File: config.mk
export PLATFORM = sky130hd
export DESIGN_NAME = vt52_key_encoder
export DESIGN_NICKNAME = d
export VERILOG_FILES = /design/src/rtl/vt52_key_encoder.sv
export SDC_FILE = /design/constraint.sdc
export NUM_CORES = 1
export LEC_CHECK = 0
export CAP_MARGIN = 20
export CORE_MARGIN = 5
export CORE_UTILIZATION = 36
export CTS_BUF_LIST = sky130_fd_sc_hd__clkbuf_4 sky130_fd_sc_hd__clkbuf_8
export DETAILED_ROUTE_END_ITERATION = 10
export PLACE_DENSITY_LB_ADDON = 0.12
export SLEW_MARGIN = 20
export SYNTH_ARGS = -nofsm -noshare
export SYNTH_HDL_FRONTEND = slang
export SYNTH_SLANG_ARGS = --single-unit
export TNS_END_PERCENT = 10
File: constraint.sdc
create_clock -name clk -period 1.95 [get_ports clk]
set_input_delay 0.195 -clock clk [delete_from_list [all_inputs] [get_ports clk]]
set_output_delay 0.195 -clock clk [all_outputs]
set_load 0.05 [all_outputs]
File: src/rtl/vt52_key_encoder.sv
// vt52_key_encoder: keyboard-to-host byte source expanding special keys into VT52 ESC sequences.
// Define IDENT_RESPONSE_EN to answer host identify requests with ESC / IDENT_SUFFIX.
module vt52_key_encoder #(
    parameter logic [7:0] SPECIAL_BASE = 8'h80,
    parameter logic [7:0] IDENT_SUFFIX = 8'h4B
) (
    input  logic       clk,
    input  logic       reset,
    input  logic [7:0] key_data,
    input  logic       key_valid,
    output logic       key_ready,
    input  logic       ident_req,
    output logic [7:0] out_data,
    output logic       out_valid,
    input  logic       out_ready
);
    typedef enum logic [1:0] {IDLE, SEND0, SEND1, SEND2} state_t;
    state_t state_q, state_d;
    logic [2:0][7:0] seq_q, seq_d;
    logic [1:0] len_q, len_d;
    logic pend_q, pend_d;
    logic ident_in, ident_now;
    logic [7:0] off;
    logic plain, arrow, pf;
`ifdef IDENT_RESPONSE_EN
    assign ident_in = ident_req;
    // an identify pulse arriving in IDLE beats a simultaneous key, so the key is refused
    assign key_ready = state_q == IDLE && !ident_now && !reset;
`else
    logic unused_ident;
    assign unused_ident = ident_req;
    assign ident_in = 1'b0;
    assign key_ready = state_q == IDLE;
`endif
    assign ident_now = pend_q | ident_in;
    assign off = key_data - SPECIAL_BASE;
    assign plain = key_data < 8'h80;
    assign arrow = !plain && key_data >= SPECIAL_BASE && off < 8'd4;
    assign pf = !plain && key_data >= SPECIAL_BASE && off >= 8'd4 && off < 8'd7;
    assign out_valid = state_q != IDLE;
    assign out_data = state_q == SEND0 ? seq_q[0] :
                      state_q == SEND1 ? seq_q[1] :
                      state_q == SEND2 ? seq_q[2] : 8'h00;
    always_comb begin
        state_d = state_q;
        seq_d = seq_q;
        len_d = len_q;
        pend_d = ident_now;
        if (state_q == IDLE) begin
            if (ident_now) begin
                seq_d = {IDENT_SUFFIX, 8'h2F, 8'h1B};
                len_d = 2'd3;
                pend_d = 1'b0;
                state_d = SEND0;
            end else if (key_valid && key_ready && (plain || arrow || pf)) begin
                seq_d = plain ? {16'h0000, key_data} :
                        arrow ? {8'h00, 8'h41 + off, 8'h1B} : {8'h00, 8'h4C + off, 8'h1B};
                len_d = plain ? 2'd1 : 2'd2;
                state_d = SEND0;
            end
        end else if (out_ready) begin
            state_d = (state_q == SEND0 && len_q > 2'd1) ? SEND1 :
                      (state_q == SEND1 && len_q > 2'd2) ? SEND2 : IDLE;
        end
    end
    always_ff @(posedge clk) begin
        if (reset) begin
            state_q <= IDLE;
            seq_q <= '0;
            len_q <= 2'd0;
            pend_q <= 1'b0;
        end else begin
            state_q <= state_d;
            seq_q <= seq_d;
            len_q <= len_d;
            pend_q <= pend_d;
        end
    end
endmodule

Yosys cells after proc, flatten, opt, wreduce, memory -nomap -nowiden

Cells that the tools add are included.

Bits of input ports: 13
Output and inout bits: 10
Word-level logic and storage cells: 48
Bits in registers: 28

Eq/ne operators: 4
Reductions and logical operators: 16
$lt $le $gt $ge: 7
Multiplexer cells: 13
Add/sub/neg operators: 3

Operator list:

| operator                                                                | number |
|---|---|
| 16-bit two-way mux                                                      | 2 |
| 24-bit two-way mux                                                      | 1 |
| 8-bit two-way mux                                                       | 3 |
| 7-bit by 8-bit adder with 8-bit output, first input constant            | 2 |
| 8-bit by 3-bit < comparator with 1-bit output, second input constant    | 2 |
| 2-bit two-way mux                                                       | 7 |
| 8-bit by 3-bit >= comparator with 1-bit output, second input constant   | 1 |
| 8-bit >= comparator, second input constant                              | 1 |
| 1-bit logical AND                                                       | 8 |
| 8-bit < comparator, second input constant                               | 1 |
| 8-bit subtractor, second input constant                                 | 1 |
| 2-bit equality test, second input constant                              | 2 |
| 2-bit AND reduction                                                     | 2 |
| 2-bit nonzero test                                                      | 2 |
| 2-bit by 1-bit equality test with 1-bit output, second input constant   | 1 |
| 2-bit by 1-bit > comparator with 1-bit output, second input constant    | 1 |
| 2-bit > comparator, second input constant                               | 1 |
| 2-bit logical NOT                                                       | 1 |
| 1-bit logical OR                                                        | 2 |
| 2-bit by 1-bit inequality test with 1-bit output, second input constant | 1 |
| 1-bit logical NOT                                                       | 1 |

Longest topological paths before layout

Word-level depth: 9
Mapped depth: 7
Gate-level depth less buffers: 6

Worst setup path after synthesis

OpenSTA, ideal clock, no wires.

Path type: register to register
Start point: register state_q[0]
End point: register seq_q[10] (netlist name)
Period minus slack after synthesis: 1.485 ns
Library setup time: 0.117 ns
Slack: 0.465 ns
Data arrival time: 1.368 ns
Stages on the path, launching flop included: 5
Path through: dfxtp_1 > or4b_1 > and3b_1 > buf_6 > a22o_1

Longest elaborated chain between the ends: 4

Ends and longest elaborated chain:

| element                                | RTL line | RTL |
|---|---|---|
| start, declared                        | 18       | `state_t state_q, state_d;` |
| start signal, assigned                 | 73       | `state_q <= state_d;` |
| 2-bit logical NOT *                    | 33, 49   |  |
| 1-bit logical AND (2 in a row)         | 55       | `end else if (key_valid && key_ready && (plain \|\| arrow \|\| pf)) begin` |
| 2-bit AND reduction (no source line) * | --       |  |
| end signal, assigned                   | 74       | `seq_q <= seq_d;` |
| end, declared                          | 19       | `logic [2:0][7:0] seq_q, seq_d;` |

Mark *: on every way between the ends. The rest lies on a longest branch, timed or not.
A chain may end at the register's enable or synchronous reset.

Final worst setup path

Start point: register state_q[0]
End point: output out_data[1]

Longest elaborated chain between the ends: 4
Elaborated cells on any way between the ends: 6

Ends and longest elaborated chain:

| element             | RTL line | RTL |
|---|---|---|
| 2-bit equality test | 43       | `state_q == SEND2 ? seq_q[2] : 8'h00;` |
| 8-bit two-way mux   | 43       |  |
| 8-bit two-way mux   | 42       | `state_q == SEND1 ? seq_q[1] :` |
| 8-bit two-way mux * | 41       | `assign out_data = state_q == SEND0 ? seq_q[0] :` |
| end, declared       | 13       | `output logic [7:0] out_data,` |

Marked as above.

==> metrics.txt <==
synth warn=0; critical path required time=1750 ps; final instance area=1430 um^2; Initial Util=0.370; CTS clk-pin slew, worst paths=120 ps; ANT cells=0; Clk Tree Root Cell=clkbuf_4; DP Worst Slack=-7.81 ps; CP Class=flip-flop to primary output; Worst slew margin=0.756; Hold Path Origin=seq_q[14]; mapped cell area=1000 um^2; CP Capture Type=primary output; hold buffers post-CTS=0; worst skew pair latency=290 ps; final setup margin=192 ps; Cell Pwr Density=539 nW/um^2; hold worst-path end=seq_q[14]; Max Slew Vio Count=0; post-synthesis register bit count=19; reg-to-reg endpoint=seq_q[11]; Placer Congestion=0.755; post-synthesis xor/xnor area fraction=0.0175; detailed placer's ending HPWL=1880 um; # setup viols final=0; register area share after synthesis=0.380; nets=166; Total Routing Usage GR=0.132; Synth Area in Simple Gates=0.218; vias in the first global route=930; H-tree Lvls=1; Pre-antenna DRT Iters=4; status=finished clean; Die H=62.8 um; Final Util=0.529; dpl cells=173; Routed WL per cell=13.5 um; Avg Inst Size Synth=9.11 um^2; global-route wire length before repair=4290 um; initial antenna violation count=0; site row count=19; Via density=5.16; CP Launch Type=flip-flop; Fin. Hold Viols=0; Compound-Gate Fraction of Synth Area=0.225; Adder-Cell Fraction of Synth Area=0.0749; total wire length=2390 um; antenna viol nets, final=0; maximum clock rate=569 MHz; TritonCTS clock tree=built; mux cell area share after synthesis=0.0312; WP data arrival=1560 ps; number of gates resized after cts=0; DRT iter0 DRCs=27; Slew @ Worst Pin=366 ps; fin cells=177; crit share post-route=0.902; Port Buffers=21; Cell variety after synth=34; Worst Clk Skew=11.4 ps; share of layout cells above drive strength 1=0.247; Mapped Cells=110; largest net degree at the start of global routing=15; I/O pin cnt=23; area delta synth->final=43.1%; Core Footprint=2710 um^2; R2R depth=3; CP max FO=8; max cap viols=0; Synth async-reset ratio=0; die width=62.8 um; unrepaired setup endpoints after global routing=false; Setup Buffers After CTS=0; CTS sink count=19; number of enable flip-flop cells after synthesis=0; worst-case vdd ir drop=0.000343 V; Mapped Nets=129; CTS buffer count=3; Lkg Pwr=0.620 nW; reg2reg start=state_q[0]; Via Count=913; post-place instance area=1410 um^2; Reg2Reg Setup Slack=310 ps; tightest hold margin=468 ps; Hold Path Depth=2; minimum clock period after layout=1760 ps; Worst Hold Class=flip-flop to flip-flop; largest family of logic cells by synthesized area=compound AO/OA/AOI/OAI gates; grt total ovfl=0; ys flop type=dfxtp_1; DR DRC count=0; clock buffer depth=2; Die ar.=3940 um^2
kinds of logic (layout without fill, tap and decap cells):
| kind of cell | Yosys count | after routing |
|---|---|---|
| fa+ha+maj | 6 | 6 |
| buf+inv | 12 | 48 |
| compound gates | 29 | 29 |
| xor+xnor | 2 | 2 |
| mux | 3 | 3 |
| flops | 19 | 19 |
| simple gates | 39 | 39 |
Yosys cell counts, drive strengths merged (3+ instances only):
cell type,number,share of area
a21oi,5,0.025
ha,6,0.075
nor2,14,0.055
nand2,8,0.032
a22o,14,0.12
inv,7,0.026
and2,3,0.019
o21a,4,0.030
clkbuf,3,0.011
dfxtp,19,0.38
per-layer routing:
metal | track usage | wire length (um)
met5 | 0 | 0
met4 | 0.0557 | 27
met3 | 0.0234 | 57
met1 | 0.171 | 1180
met2 | 0.214 | 1120
cell usage in the layout, fill, tap and decap left out, types with 2 or more instances in the layout:
cell / instances
a22o_1: 14
clkdlybuf4s50_1: 11
clkbuf_4: 3
nand3_1: 2
dfxtp_1: 19
ha_1: 6
inv_1: 7
buf_4: 19
nand2_1: 7
nor2b_1: 2
and2_1: 3
xnor2_1: 2
o21a_1: 4
mux2i_1: 2
nor2_1: 13
buf_12: 7
o21ai_0: 2
a21oi_1: 5
worst max-delay path: stages, from the launching register on:
cell and delay [ps]:
dfxtp_1 480, and2b_1 320, a22o_1 310, buf_12 160
worst max path at each step:
stage	from	endpoint	slack [ps]	depth (start not counted)
floorplan	state_q[0]	seq_q[10]	470	4
global placement	key_data[3]	seq_q[11]	-8	7
detailed placement	key_data[3]	seq_q[11]	-8	7
CTS	state_q[0]	out_data[1]	170	3
global route	state_q[0]	out_data[2]	90	3
finish	state_q[0]	out_data[1]	190	3
flip-flops by register name (all words and copies together) (netlist names):
register / count
len_q: 2
seq_q: 15
state_q: 2
per-stage QoR:
| stage | TNS, ps | total power (W) |
|---|---|---|
| 5_1_grt | 0 | 0.000821 |
| 4_1_cts | 0 | 0.000784 |
| 3_5_place_dp | -25.0 | 0.000588 |
| 3_3_place_gp | -25.5 | 0.000585 |
| 2_1_floorplan | 0 | 0.000505 |
| 6_report | 0 | 0.000774 |
final cells by class:
type / instances / area (um^2)
fillers: 269 / 1280
multi-input cells: 79 / 568
repair buffers: 37 / 393
flip-flops and latches: 19 / 380
well taps: 31 / 38.8
inverters: 7 / 26.3
clock buffers: 3 / 22.5
clock inverters: 1 / 5.00
where the power goes:
part	switching (W)	internal, W	total, W	leakage [nW]
clock	0.000119	0.0000762	0.000195	0.0177
combinational	0.0000835	0.0000837	0.000167	0.447
sequential	0.00000906	0.000402	0.000411	0.155
Note: power is estimated with default switching activity, not from simulation.
